File: config.mk
export PLATFORM = sky130hd
export DESIGN_NAME = seq_packet_arbiter
export DESIGN_NICKNAME = d
export VERILOG_FILES = /design/src/rtl/seq_packet_arbiter_pkg.sv /design/src/rtl/seq_packet_arbiter_rr_pick.sv /design/src/rtl/seq_packet_arbiter.sv
export SDC_FILE = /design/constraint.sdc
export NUM_CORES = 1
export LEC_CHECK = 0
export BUFFER_PORTS_ARGS = -buffer_cell sky130_fd_sc_hd__buf_2
export CAP_MARGIN = 20
export CELL_PAD_IN_SITES_DETAIL_PLACEMENT = 1
export CELL_PAD_IN_SITES_GLOBAL_PLACEMENT = 1
export CORE_AREA = 2 2 282 284
export CTS_BUF_LIST = sky130_fd_sc_hd__clkbuf_8
export CTS_CLUSTER_DIAMETER = 40
export DETAILED_ROUTE_END_ITERATION = 8
export DIE_AREA = 0 0 284 286
export PLACE_DENSITY = 0.48
export SLEW_MARGIN = 20
export SYNTH_ARGS = -nofsm -noshare
export SYNTH_HDL_FRONTEND = slang
export SYNTH_SLANG_ARGS = --single-unit
File: constraint.sdc
create_clock -name clk -period 2.7 [get_ports clk]
set_input_delay 0.27 -clock clk [delete_from_list [all_inputs] [get_ports clk]]
set_output_delay 0.27 -clock clk [all_outputs]
set_load 0.01 [all_outputs]
File: src/rtl/seq_packet_arbiter_pkg.sv
// Shared sequence-packet geometry and arbiter types for the packet arbiter
// and its rotating picker.
package seq_packet_arbiter_pkg;

    localparam int SEQ_PACKET_SIZE = 4;
    localparam int SEQ_LL_BITS     = 8;
    localparam int SEQ_ML_BITS     = 8;
    localparam int SEQ_OFFSET_BITS = 16;
    localparam int SEQ_ARB_NUM_REQ = 4;

    localparam int SEQ_MASK_W = SEQ_PACKET_SIZE;
    localparam int SEQ_LL_W   = SEQ_PACKET_SIZE * SEQ_LL_BITS;
    localparam int SEQ_ML_W   = SEQ_PACKET_SIZE * SEQ_ML_BITS;
    localparam int SEQ_OFF_W  = SEQ_PACKET_SIZE * SEQ_OFFSET_BITS;

    typedef enum logic {
        S_ARB  = 1'b0,
        S_PASS = 1'b1
    } arb_state_e;

    typedef struct packed {
        logic [SEQ_MASK_W-1:0]  mask;
        logic [SEQ_LL_W-1:0]    ll;
        logic [SEQ_ML_W-1:0]    ml;
        logic [SEQ_OFF_W-1:0]   offset;
        logic [SEQ_ML_BITS-1:0] overlap;
        logic                   eoj;
        logic                   delim;
    } seq_pkt_t;

endpackage

File: src/rtl/seq_packet_arbiter_rr_pick.sv
// Rotating first-one finder: returns the first set bit strictly after ptr_i,
// wrapping at N-1, so the last-served requester has lowest priority.
module seq_packet_arbiter_rr_pick #(
    parameter  int N   = 4,
    localparam int IDW = $clog2(N)
) (
    input  logic [N-1:0]   valid_i,
    input  logic [IDW-1:0] ptr_i,
    output logic [IDW-1:0] id_o,
    output logic           found_o
);

    logic [IDW-1:0] idx;

    always_comb begin
        id_o    = '0;
        found_o = 1'b0;
        idx     = ptr_i;
        for (int k = 0; k < N; k++) begin
            // explicit wrap so non-power-of-two N never visits an unused id
            idx = (idx == IDW'(N - 1)) ? '0 : idx + 1'b1;
            if (!found_o && valid_i[idx]) begin
                found_o = 1'b1;
                id_o    = idx;
            end
        end
    end

endmodule

File: src/rtl/seq_packet_arbiter.sv
// Job-granular arbiter: one packer owns the downstream sequence consumer from
// grant until its end-of-job packet is accepted; single registered output.
module seq_packet_arbiter
    import seq_packet_arbiter_pkg::*;
#(
    parameter  int NUM_REQ      = SEQ_ARB_NUM_REQ,
    parameter  bit STRICT_ORDER = 1'b1,
    localparam int IDW          = $clog2(NUM_REQ)
) (
    input  logic                                 clk,
    input  logic                                 rst_n,
    input  logic [NUM_REQ-1:0]                   i_valid,
    input  logic [NUM_REQ*SEQ_MASK_W-1:0]        i_mask,
    input  logic [NUM_REQ*SEQ_LL_W-1:0]          i_ll,
    input  logic [NUM_REQ*SEQ_ML_W-1:0]          i_ml,
    input  logic [NUM_REQ*SEQ_OFF_W-1:0]         i_offset,
    input  logic [NUM_REQ*SEQ_ML_BITS-1:0]       i_overlap,
    input  logic [NUM_REQ-1:0]                   i_eoj,
    input  logic [NUM_REQ-1:0]                   i_delim,
    output logic [NUM_REQ-1:0]                   i_ready,
    output logic                                 o_valid,
    output logic [SEQ_MASK_W-1:0]                o_mask,
    output logic [SEQ_LL_W-1:0]                  o_ll,
    output logic [SEQ_ML_W-1:0]                  o_ml,
    output logic [SEQ_OFF_W-1:0]                 o_offset,
    output logic [SEQ_ML_BITS-1:0]               o_overlap,
    output logic                                 o_eoj,
    output logic                                 o_delim,
    output logic [IDW-1:0]                       o_req_id,
    input  logic                                 o_ready
);

    arb_state_e     state_q;
    logic [IDW-1:0] grant_q;
    logic [IDW-1:0] ptr_q;
    logic           o_valid_q;
    seq_pkt_t       out_q;
    logic [IDW-1:0] req_id_q;

    logic           pass_ok;
    logic           accept;
    seq_pkt_t       sel_pkt;
    seq_pkt_t       slice_pkt [NUM_REQ];
    logic [IDW-1:0] pick_id;
    logic           pick_found;

    function automatic logic [IDW-1:0] inc_id(input logic [IDW-1:0] v);
        return (v == IDW'(NUM_REQ - 1)) ? '0 : v + 1'b1;
    endfunction

    // o_ready reaches i_ready through this one AND; i_valid never does
    assign pass_ok = (state_q == S_PASS) && (!o_valid_q || o_ready);

    for (genvar r = 0; r < NUM_REQ; r++) begin : g_req
        logic     hit;
        seq_pkt_t raw;

        assign hit = (grant_q == IDW'(r));
        assign raw = '{
            mask:    i_mask   [r*SEQ_MASK_W  +: SEQ_MASK_W],
            ll:      i_ll     [r*SEQ_LL_W    +: SEQ_LL_W],
            ml:      i_ml     [r*SEQ_ML_W    +: SEQ_ML_W],
            offset:  i_offset [r*SEQ_OFF_W   +: SEQ_OFF_W],
            overlap: i_overlap[r*SEQ_ML_BITS +: SEQ_ML_BITS],
            eoj:     i_eoj[r],
            delim:   i_delim[r]
        };
        assign slice_pkt[r] = hit ? raw : '0;
        assign i_ready[r]   = pass_ok && hit;
    end

    always_comb begin
        sel_pkt = '0;
        for (int r = 0; r < NUM_REQ; r++) begin
            sel_pkt = seq_pkt_t'(sel_pkt | slice_pkt[r]);
        end
    end

    assign accept = |(i_valid & i_ready);

    if (STRICT_ORDER == 1'b0) begin : g_rr
        seq_packet_arbiter_rr_pick #(.N(NUM_REQ)) u_pick (
            .valid_i (i_valid),
            .ptr_i   (ptr_q),
            .id_o    (pick_id),
            .found_o (pick_found)
        );
    end else begin : g_fixed
        assign pick_id    = '0;
        assign pick_found = 1'b0;
    end

    always_ff @(posedge clk or negedge rst_n) begin
        if (!rst_n) begin
            state_q   <= S_ARB;
            grant_q   <= '0;
            ptr_q     <= IDW'(NUM_REQ - 1);
            o_valid_q <= 1'b0;
            out_q     <= '0;
            req_id_q  <= '0;
        end else begin
            case (state_q)
                S_ARB: begin
                    if (STRICT_ORDER) begin
                        grant_q <= inc_id(ptr_q);
                        state_q <= S_PASS;
                    end else if (pick_found) begin
                        grant_q <= pick_id;
                        state_q <= S_PASS;
                    end
                end
                S_PASS: begin
                    // only eoj releases the grant; delim is plain payload
                    if (accept && sel_pkt.eoj) begin
                        ptr_q   <= grant_q;
                        state_q <= S_ARB;
                    end
                end
                default: state_q <= S_ARB;
            endcase

            if (accept) begin
                out_q     <= sel_pkt;
                req_id_q  <= grant_q;
                o_valid_q <= 1'b1;
            end else if (o_ready) begin
                o_valid_q <= 1'b0;
            end
        end
    end

    assign o_valid   = o_valid_q;
    assign o_mask    = out_q.mask;
    assign o_ll      = out_q.ll;
    assign o_ml      = out_q.ml;
    assign o_offset  = out_q.offset;
    assign o_overlap = out_q.overlap;
    assign o_eoj     = out_q.eoj;
    assign o_delim   = out_q.delim;
    assign o_req_id  = req_id_q;

endmodule

======== After elaboration in Yosys (flattened, before gate mapping) ========
Cells that the tools add are included.
cells by class
  $add $sub $neg .......................... 1
  equality and inequality tests ........... 4
  multiplexer cells ....................... 9
  bitwise operators ....................... 5
  reductions and logical operators ........ 12
operator list
  operator                                       count
  2-to-1 mux 142 bit                             4
  bitwise OR 142 bit                             3
  == test 2 bit, second input constant           3
  logical AND 1 bit                              6
  AND 4 bit                                      1
  OR reduction 4 bit                             1
  2-to-1 mux 1 bit                               3
  adder 2 x 1 -> 2 bit, second input constant    1
  == test 2 x 1 -> 1 bit, second input constant  1
  zero test 2 bit                                1
  2-to-1 mux 2 bit                               1
  case mux 1 bit (2 select lines)                1
  AND reduction 2 bit                            1
  nonzero test 2 bit                             1
  zero test 1 bit                                1
  logical OR 1 bit                               1
  NOT 1 bit                                      1
word-level totals
  register bits ........................... 150
  input bits .............................. 575
  output and inout port bits .............. 149
  word-level logic and storage cells ...... 43

======== Logic depth before layout (Yosys ltp) ========
Gate-level depths: netlist of run 1.
  word-level depth ........................ 9
  mapped depth ............................ 7
  depth with buffers taken out ............ 3

======== Worst setup path after synthesis of run 1 ========
OpenSTA, ideal clock, no wires.
  kind .................................... register to register
  start point ............................. register grant_q[0]
  end point ............................... register out_q, in the netlist o_ml[0]
  arrival ................................. 1764 ps
  slack ................................... 809 ps
  cell stages (with the launch flop) ...... 6
  buffers on the path ..................... 3
  clock period less this slack ............ 1891 ps
  cells stage by stage .................... dfrtp_1 buf_6 clkbuf_1 buf_2 mux4_2 mux2_1
on the way
  longest elaborated chain between the ends .. 5
ends and longest elaborated chain
  what                                                       RTL line                   RTL
  start, declared                                            seq_packet_arbiter.sv:34   logic [IDW-1:0] grant_q;
  start signal, assigned                                     seq_packet_arbiter.sv:105  grant_q <= inc_id(ptr_q);
  start signal, assigned                                     seq_packet_arbiter.sv:108  grant_q <= pick_id;
  == test 2 x 1 -> 1 bit or zero test 2 bit (tied branches)  seq_packet_arbiter.sv:58   assign hit = (grant_q == IDW'(r));
  2-to-1 mux 142 bit                                         seq_packet_arbiter.sv:68   assign slice_pkt[r] = hit ? raw : '0;
  bitwise OR 142 bit (3 in series)                           seq_packet_arbiter.sv:75   sel_pkt = seq_pkt_t'(sel_pkt | slice_pkt[r]);
  end signal, assigned                                       seq_packet_arbiter.sv:123  out_q <= sel_pkt;
  end, declared                                              seq_packet_arbiter.sv:37   seq_pkt_t out_q;
Several ways; a longest one is shown, not always the timed one.
A chain may end at the register's enable or synchronous reset.

======== Worst setup path in the final report of run 1 ========
  start point ............................. register grant_q[0]
  end point ............................... register out_q, in the netlist o_offset[9]
Same word-level chain as after synthesis.

==> results of run 1 <==
[Yosys cell counts (all sizes together)]
library cell	instances
mux2i	1
o2bb2ai	1
mux2	145
nand2b	1
clkbuf	15
a21bo	1
o31ai	1
ha	1
nor2	2
nand2	3
nand4	1
nand3	2
nor3	2
dfstp	2
inv	1
mux4	143
dfrtp	148
buf	34
[worst paths after layout]
check,end,slack (ps)
hold reg to reg,o_ml[30],490
setup reg to reg,o_offset[9],580
hold / removal,o_req_id[1],130
max in group asynchronous,ptr_q[0],1630
setup / recovery,o_offset[9],580
min in group asynchronous,o_overlap[6],290
[final cells by class]
class | count | share of cell area (%)
inverters | 1 | 0.0259
flip-flops and latches | 150 | 25.9
multi-input cells | 304 | 34.2
well taps | 1050 | 9.05
diodes | 3 | 0.0517
clock buffers | 17 | 1.61
clock inverters | 15 | 1.16
repair buffers | 760 | 28.0
[state kept, by name, indices dropped and copies added, names as in the netlist]
| name | cells |
|---|---|
| o_offset | 64 |
| o_ll | 32 |
| o_ml | 32 |
| o_overlap | 8 |
| o_mask | 4 |
| grant_q | 2 |
| o_req_id | 2 |
| ptr_q | 2 |
| o_delim | 1 |
| o_eoj | 1 |
| o_valid | 1 |
| state_q | 1 |
[stage by stage]
step / setup slack, ps / std cells / area [µm²] / hold WS [ps] / power [mW]
2_1_floorplan: 809 / 504 / 9020 / -25.6 / 10.2
3_3_place_gp: 625 / 2263 / 14100 / 314 / 13.5
4_1_cts: 373 / 2297 / 14500 / 34.7 / 15.7
5_1_grt: 337 / 2300 / 14500 / 70.0 / 16.5
6_report: 579 / 2300 / 14500 / 133 / 15.2
3_5_place_dp: 577 / 2263 / 14100 / 316 / 13.7
[cell usage in the layout, fill, tap and decap left out]
cell / instances
a21bo_2: 1
buf_12: 12
buf_2: 722
buf_4: 23
buf_6: 1
bufinv_16: 2
clkbuf_8: 17
clkinv_2: 2
clkinv_4: 2
clkinvlp_4: 3
dfrtp_1: 146
dfrtp_4: 2
dfstp_2: 2
diode_2: 3
dlygate4sd3_1: 2
ha_1: 1
inv_1: 1
inv_6: 4
inv_8: 2
mux2_1: 47
mux2_2: 98
mux2i_1: 1
mux4_2: 143
nand2_1: 3
nand2b_1: 1
nand3_1: 1
nand3_4: 1
nand4_1: 1
nor2_1: 2
nor3_1: 2
o2bb2ai_1: 1
o31ai_1: 1
[power breakdown]
group          switching, mW  leakage [nW]  total, mW  internal [mW]
Clock                   1.04         0.197       1.88          0.841
Sequential             0.595          1.75       4.08           3.49
Combinational           4.20          4.63       9.26           5.06
Total                   5.84          6.58       15.2           9.39
[metal layers]
layer / track usage [%] / routed length, µm
met1: 10.8 / 14900
met2: 17.7 / 21400
met3: 3.88 / 3820
met4: 4.38 / 1210
met5: 0 / 68
[tightest hold or removal path, cell delays in order]
cell	delay, ps
buf_2	130
mux2i_1	90
o2bb2ai_1	130
[cells by family after synthesis]
logic type                 count (synthesis)
DFF                                      150
buffers and inverters                     50
muxes                                    289
adders and majority gates                  1
and+or+nand+nor                           11
AOI/OAI and AO/OA                          3
==> metrics.md, run 1 <==
| Metric | Value |
|---|---|
| R2R Path Start | grant_q[0] |
| Setup_tns | 0 ps |
| TritonRoute pass-1 iters | 4 |
| Least-Margin Pin Slew | about 670 ps |
| Antenna violations before repair | 14 |
| Flops & latches, synth | 150 |
| Syn Area/Cell | 17.9 µm² |
| Fillers | around 9100 |
| Postcts setup bufs | 0 |
| # H-tree levels | 4 |
| RD Place Congestion | 1.01 |
| RSZ-0062 raised after global routing | no |
| Yosys top cell area share | between 40% and 50% |
| End-of-flow core utilization | 18.5% |
| Max rail drop VDD | 0.511 mV |
| Vias in the first global route | 9287 |
| Layout area overhead | 61.0% |
| Area of the multi-input gates | 4970 µm² |
| Synth Area in Simple Gates | 0.569% |
| Synth Warn # | 0 |
| Max Cap Violations | 0 |
| Setup violators final | 0 |
| Final worst-path cycle share | 78.5% |
| Post-Synth Adder-Cell Area | less than 1% |
| Dominant cells by area after synthesis | dfrtp_1 41%, mux4_2 36%, mux2_2 12% |
| # port buffers | 723 |
| Num rows | 103 |
| Final HPWL DP | 35.4 mm |
| Initial Util | a little under an eighth |
| Core area | about 80000 µm² |
| Register Area | 3760 µm² |
| Crit path max fanout | 29 |
| CTS tree | done |
| Clock-pin slew on the worst setup and hold paths | approximately 100 ps |
| Post-Syn Area | 9020 µm² |
| Slowest stage cell on the critical path | mux4_2 |
| Final Critical Period | 2120 ps |
| Crit. path cell count | 5 |
| Hold buffer count at cts | 2 |
| Register area share after synthesis | a little over two fifths |
| Yosys top cell by area | dfrtp_1 |
| Vias per cell | 3.54 |
| Post_cts resized | 0 |
| Global-route wire length before repair | between 60 and 70 mm |
| PwrDens | 1050 nW/µm² |
| Mapped Cells | 504 |
| I/O Pins | 724 |
| Inserted Clock Buffers | 17 |
| CP delay by family, top | multiplexers |
| Post-route DRC | 0 |
| Worst skew pair latency | 520 ps |
| Xor/xnor share of the synthesized area | 0% |
| Crit path cell chain | mux4_2 -> nand3_4 -> buf_12 -> buf_12 -> mux2_2 |
| Layout cells sized above 1 | between 80% and 90% |
| Syn nets | 1080 |
| Hold Crit Class | input pin to register |
| Via count | a little over 8000 |
| Buffer depth of the longest clock path | 2 |
| Slew Viols, Final | 0 |
| Die height | 286 µm |
| HP Start | i_valid[3] |
| Slew margin rel. | 55.6% |
| WL per Instance | 18.0 µm |
| Tot GR Track Use | 10.1% |
| Skew final | 16.8 ps |
| Synth Area in Compound Gates | 0.291% |
| Critical Path End Type | register |
| Layout Nets | between 1500 and 2000 |
| Largest net degree at the start of global routing | 75 |
| Kind of critical path | register to register |
| R2r worst-path depth | 5 |
| Clock Sinks | 150 |
| DIE AREA | ~80000 µm² |
| GRT overflow | 0 |
| CTS root buf | clkbuf_8 |
| Fin. Hold Viols | 0 |
| Setup crit start kind | register |
| Worst path buffer plus inverter count | 2 |
| WP data arrival | 2520 ps |
| Netlist cell types | 23 |
| Leak Pwr | between 6 and 7 nW |
| WHS Path Cells | 3 |
| CP startpoint | grant_q[0] |
| Total routed wirelength | 41.4 mm |
| Die Span X | 284 µm |
| Run status | completed |
| Mux cell area share after synthesis | 53.9% |
| Fmax | 472 MHz |
| Worst path max stage delay | between 500 and 600 ps |
| DR iter-0 viols | ~190 |
| Antenna-violating nets left | 0 |
| CP required | 3090 ps |
| Top cell by count, worst path | buf_12 |
| Largest family of logic cells by synthesized area | multiplexers |
No activity file was read; power rests on OpenSTA's default activity.
==> run 2: changes to the inputs <==
--- a/config.mk
+++ b/config.mk
@@ -9,12 +9,12 @@
 export CAP_MARGIN = 20
 export CELL_PAD_IN_SITES_DETAIL_PLACEMENT = 1
 export CELL_PAD_IN_SITES_GLOBAL_PLACEMENT = 1
-export CORE_AREA = 2 2 282 284
+export CORE_AREA = 2 2 280 282
 export CTS_BUF_LIST = sky130_fd_sc_hd__clkbuf_8
 export CTS_CLUSTER_DIAMETER = 40
 export DETAILED_ROUTE_END_ITERATION = 8
-export DIE_AREA = 0 0 284 286
-export PLACE_DENSITY = 0.48
+export DIE_AREA = 0 0 282 284
+export PLACE_DENSITY = 0.49
 export SLEW_MARGIN = 20
 export SYNTH_ARGS = -nofsm -noshare
 export SYNTH_HDL_FRONTEND = slang
==> constraint.sdc (replaced) <==
create_clock -name clk -period 1.8 [get_ports clk]
set_input_delay 0.18 -clock clk [delete_from_list [all_inputs] [get_ports clk]]
set_output_delay 0.18 -clock clk [all_outputs]
set_load 0.01 [all_outputs]
==> metrics.md, run 2 (same netlist as run 1, synthesis figures left out) <==
| Metric | Value |
|---|---|
| GRT overflow | 0 |
| Hold Crit Class | input pin to register |
| # H-tree levels | 4 |
| Met1 usage in global routing | 9.74% |
| Layout cells sized above 1 | 82.8% |
| DR iter-0 viols | 213 |
| Layout area overhead | 71.7% |
| Num rows | just over 100 |
| Worst Setup Slack post-DPL | -169 ps |
| Final worst-path cycle share | 109% |
| TritonRoute pass-1 iters | 6 |
| Worst skew pair latency | 520 ps |
| DIE AREA | around 80000 µm² |
| Leak Pwr | 7.12 nW |
| Die height | 284 µm |
| End-of-flow core utilization | 20.1% |
| Clock-pin slew on the worst setup and hold paths | 100 ps |
| Crit path max fanout | 17 |
| Kind of critical path | register to register |
| Core area | 77000 µm² |
| Least-Margin Pin Slew | 400 ps |
| # port buffers | 723 |
| Top cell by count, worst path | buf_12 |
| Slowest stage cell on the critical path | mux4_2 |
| Clock Sinks | 150 |
| R2r worst-path depth | 5 |
| Worst path buffer plus inverter count | 2 |
| WP data arrival | 2370 ps |
| Final worst setup slack | -169 ps |
| Tot GR Track Use | 10.4% |
| Max Cap Violations | 0 |
| RD Place Congestion | 0.838 |
| CP required | roughly 2200 ps |
| Critical Path End Type | register |
| Max FFs per register | 64 |
| Worst path max stage delay | 560 ps |
| CP delay by family, top | multiplexers |
| Violated checks | setup timing |
| Fin. Hold Viols | 0 |
| CTS tree | done |
| Slew margin rel. | about three quarters |
| Vias in the first global route | slightly below 10000 |
| Final Critical Period | 1970 ps |
| HP Start | i_ll[1] |
| Fmax | 508 MHz |
| Slew Viols, Final | 0 |
| Vias per cell | 3.52 |
| Buffer depth of the longest clock path | 2 |
| Final Instance Count excl. Fillers | 2375 |
| R2R Path Start | grant_q[0] |
| Total chip power | 25.2 mW |
| Antenna-violating nets left | 0 |
| Crit path cell chain | mux4_2 -> nand3_4 -> buf_12 -> buf_12 -> mux2_2 |
| Antenna violations before repair | 5 |
| Post-route DRC | 0 |
| Final HPWL DP | roughly 36 mm |
| Largest net degree at the start of global routing | 48 |
| Max rail drop VDD | 0.756 mV |
| WHS Path Cells | 3 |
| Skew final | approximately 16 ps |
| RSZ-0062 raised after global routing | yes |
| Dpl cells | 2291 |
| Total routed wirelength | 42.2 mm |
| Commonest non-fill, non-tap cell in the layout | buf_2 |
| CTS root buf | clkbuf_8 |
| CP startpoint | grant_q[0] |
| Die Span X | roughly 280 µm |
| WL per Instance | 17.8 µm |
| Setup crit start kind | register |
| I/O Pins | 724 |
| Setup violators final | 144 |
| PwrDens | between 1500 and 2000 nW/µm² |
| Global-route wire length before repair | between 60 and 70 mm |
| Met3 usage | 3.80% |
| Initial Util | 11.7% |
| Most frequent cells in the layout | 722 x buf_2, 145 x dfrtp_1, 143 x mux4_2, 92 x mux2_2, 68 x buf_4 |
| Crit. path cell count | 5 |
| Inserted Clock Buffers | 17 |
| Via count | 8355 |
| Layout Nets | 1897 |
| Run status | finished, violations left |
| Gr busiest metal | met2 |
| Met2 global-route usage | 20.0% |
-- run 2: stage by stage --
step                area [µm²]  setup TNS [ps]  hold WS, ps
finish                   15500          -18250         87.9
CTS                      15400          -21920       0.0424
global placement         14400          -13510          137
global route             15500          -27130         9.19
detailed placement       14400          -18690          139
floorplan                 9080           -1710         -116
-- run 2: worst reg2reg max path, cell delays in order (launching register included) --
cell and delay, ps:
dfrtp_4 480, mux4_2 560, nand3_4 110, buf_12 160, buf_12 200, mux2_2 340
-- run 2: where the power goes --
group          switching, mW  total [mW]  internal (mW)  leakage (nW)
clock                   1.60        3.03           1.43         0.225
sequential             0.986        6.22           5.23          1.75
combinational           6.93        16.0           9.07          5.14
-- run 2: timing repair --
action                     CTS  global route
pin swaps                    2             0
gates resized for setup     20             7
hold buffers                31             0
setup endpoints to repair  148           149
buffers inserted            16             1
gates cloned                 3             0
hold endpoints to repair   162             0
-- run 2: cell type report --
cell class	instances	area, µm²
Sequential cell	150	3760
Antenna cell	1	2.50
Timing Repair Buffer	847	4950
Fill cell	8893	61500
Multi-Input combinational cell	304	5020
Inverter	1	3.75
Tap cell	1040	1300
Clock buffer	17	234
Clock inverter	15	206
-- run 2: path summary, 6_finish.rpt --
path	slack [ps]	endpoint
max	-170	o_offset[25]
min	90	o_ll[1]
max reg2reg	-170	o_offset[25]
min reg2reg	500	o_ml[17]
max in group asynchronous	990	ptr_q[0]
min in group asynchronous	150	o_ml[10]
-- run 2: routing by layer --
metal	part of all wire, %	routed length [µm]
met1	33	13800
met4	2.8	1190
met5	0.031	13
met2	55	23100
met3	9.6	4050
==> run 3: changes to the inputs <==
--- a/config.mk
+++ b/config.mk
@@ -5,16 +5,18 @@
 export SDC_FILE = /design/constraint.sdc
 export NUM_CORES = 1
 export LEC_CHECK = 0
+export ABC_AREA = 1
 export BUFFER_PORTS_ARGS = -buffer_cell sky130_fd_sc_hd__buf_2
 export CAP_MARGIN = 20
 export CELL_PAD_IN_SITES_DETAIL_PLACEMENT = 1
 export CELL_PAD_IN_SITES_GLOBAL_PLACEMENT = 1
-export CORE_AREA = 2 2 280 282
+export CORE_AREA = 2 2 282 284
 export CTS_BUF_LIST = sky130_fd_sc_hd__clkbuf_8
 export CTS_CLUSTER_DIAMETER = 40
 export DETAILED_ROUTE_END_ITERATION = 8
-export DIE_AREA = 0 0 282 284
-export PLACE_DENSITY = 0.49
+export DIE_AREA = 0 0 284 286
+export PLACE_DENSITY = 0.54
+export SKIP_CTS_REPAIR_TIMING = 1
 export SLEW_MARGIN = 20
 export SYNTH_ARGS = -nofsm -noshare
 export SYNTH_HDL_FRONTEND = slang
==> metrics.md, run 3 <==
| Metric | Value |
|---|---|
| Buffer depth of the longest clock path | 2 |
| DR iter-0 viols | 410 |
| Largest net degree at the start of global routing | 60 |
| Mapped Cells | 1280 |
| Top post-synthesis cells by count | 582 x nand2_1, 148 x dfrtp_1, 145 x nand3_1 |
| Core area | 78400 µm² |
| Slew margin rel. | 60.0% |
| Via count | 12500 |
| DIE AREA | 81200 µm² |
| Register area share after synthesis | between 40% and 50% |
| Fmax | 544 MHz |
| Leak Pwr | 8.80 nW |
| Yosys top cell by area | dfrtp_1 |
| Most frequent cells in the layout | 719 x buf_2, 543 x nand2_1, 160 x dlygate4sd3_1, 146 x dfrtp_1, 145 x nand3_1 |
| Clock-pin slew on the worst setup and hold paths | 100 ps |
| Count leader, synth | nand2_1 |
| Die Span X | 284 µm |
| TritonRoute pass-1 iters | 4 |
| Post-Syn Area | between 9000 and 10000 µm² |
| Main synth FF type | dfrtp_1 |
| Setup crit start kind | register |
| Max Cap Violations | 0 |
| Max rail drop VDD | 0.710 mV |
| Final worst-path cycle share | 102% |
| Num rows | 103 |
| Kind of critical path | register to register |
| CP required | between 2000 and 2500 ps |
| End-of-flow core utilization | between 20% and 30% |
| Dpl cells | 3056 |
| Initial Util | between 10% and 20% |
| I/O Pins | 724 |
| WP data arrival | roughly 2300 ps |
| Vias in the first global route | 12300 |
| Max FFs per register | 64 |
| Met2 global-route usage | 20.7% |
| Final Instance Count excl. Fillers | 3282 |
| Skew final | around 15 ps |
| Final HPWL DP | 41.9 mm |
| RD Place Congestion | 0.835 |
| Total chip power | a little under 30 mW |
| RSZ-0062 raised after global routing | yes |
| CTS tree | done |
| Number of synthesized flops with an enable pin | 0 |
| Layout cells sized above 1 | between 40% and 50% |
| PwrDens | 1670 nW/µm² |
| Crit path max fanout | 7 |
| Tot GR Track Use | a little under an eighth |
| GRT overflow | 0 |
| Async SR Flop Fraction | 100% |
| Commonest non-fill, non-tap cell in the layout | buf_2 |
| Worst skew pair latency | 540 ps |
| Setup_tns | -591 ps |
| Synth Warn # | 0 |
| Vias per cell | 3.81 |
| Fin. Hold Viols | 0 |
| Netlist cell types | 26 |
| WL per Instance | between 15 and 20 µm |
| Dominant cells by area after synthesis | dfrtp_1 40%, nand2_1 24%, o21ai_2 8.1% |
| Run status | finished, violations left |
| Layout area overhead | 91.1% |
| Setup violators final | 46 |
| Hold Crit Class | input pin to register |
| Inserted Clock Buffers | 17 |
| Final worst hold slack | 5.15 ps |
| Die height | around 290 µm |
| Violated checks | setup timing |
| Least-Margin Pin Slew | 600 ps |
| Syn Area/Cell | 7.17 µm² |
| Final worst setup slack | -39.3 ps |
| Final Critical Period | 1840 ps |
| Layout Nets | 2797 |
| Global-route wire length before repair | 74.0 mm |
| Critical Path End Type | register |
| Syn nets | approximately 1900 |
| Clock Sinks | 150 |
| Slew Viols, Final | 0 |
| Met3 usage | 3.84% |
| Yosys top cell area share | 40.4% |
| Gr busiest metal | met2 |
| Antenna violations before repair | 6 |
| Antenna-violating nets left | 0 |
| # H-tree levels | 4 |
| Post-route DRC | 0 |
| # port buffers | around 720 |
| Flops & latches, synth | 150 |
| CTS root buf | clkbuf_8 |
| Met1 usage in global routing | ~14% |
| Total routed wirelength | about 57 mm |
-- run 3: routing by layer --
metal	vias to the layer above	routed length (µm)
li1	6108	-
met1	5837	23600
met2	498	28100
met3	65	3580
met4	4	1410
met5	-	23
-- run 3: area by class of cell --
| cell class | count | area, µm² |
|---|---|---|
| clock inverters | 10 | 85.1 |
| flip-flops and latches | 150 | 3760 |
| inverters | 8 | 35.0 |
| multi-input cells | 1029 | 5110 |
| well taps | 1050 | 1310 |
| diodes | 1 | 2.50 |
| repair buffers | 1015 | 6970 |
| clock buffers | 19 | 262 |
| fillers | 9715 | 60800 |
-- run 3: through the flow --
step,cell area (µm²),worst slack (ps)
after CTS,14900,-360
final,17500,-39.3
after detailed placement,14500,10.0
after floorplan,9180,307
after global placement,14500,3.57
after global routing,17500,-128
-- run 3: kinds of logic (layout without fill, tap and decap cells) --
family | after synthesis | count (layout) | share of synthesized area [%]
and+or+nand+nor | 741 | 741 | 33.0
DFF | 150 | 150 | 40.9
adders and majority gates | 1 | 1 | 0.136
other | 0 | 1 | 0
buffers and inverters | 101 | 1052 | 6.75
AOI/OAI and AO/OA | 287 | 287 | 19.2
-- run 3: path summary, 6_finish.rpt --
check | end | depth (start not counted) | slack [ps] | from
max | o_ll[0] | 11 | -40 | grant_q[0]
min | o_offset[14] | 5 | 5 | i_offset[78]
min reg2reg | o_offset[44] | 2 | 480 | o_offset[44]
max in group asynchronous | o_ll[4] | 3 | 920 | rst_n
max reg2reg | o_ll[0] | 11 | -40 | grant_q[0]
min in group asynchronous | o_offset[1] | 2 | 220 | rst_n
-- run 3: report_power, final --
part           total (mW)  switching (mW)  leakage (nW)  internal [mW]
Clock                2.55            1.42         0.176           1.12
Sequential           6.10            1.03          1.87           5.07
Combinational        20.6            11.6          6.76           9.00
-- run 3: worst max-delay path, stage by stage, from the launching register on --
cell	delay, ps
dfrtp_2	450
buf_12	140
nand2_2	100
inv_4	60
nand3_1	90
nand2_2	120
nor2_8	160
buf_12	160
clkbuf_16	200
clkbuf_16	170
nand2_1	50
o21ai_1	70
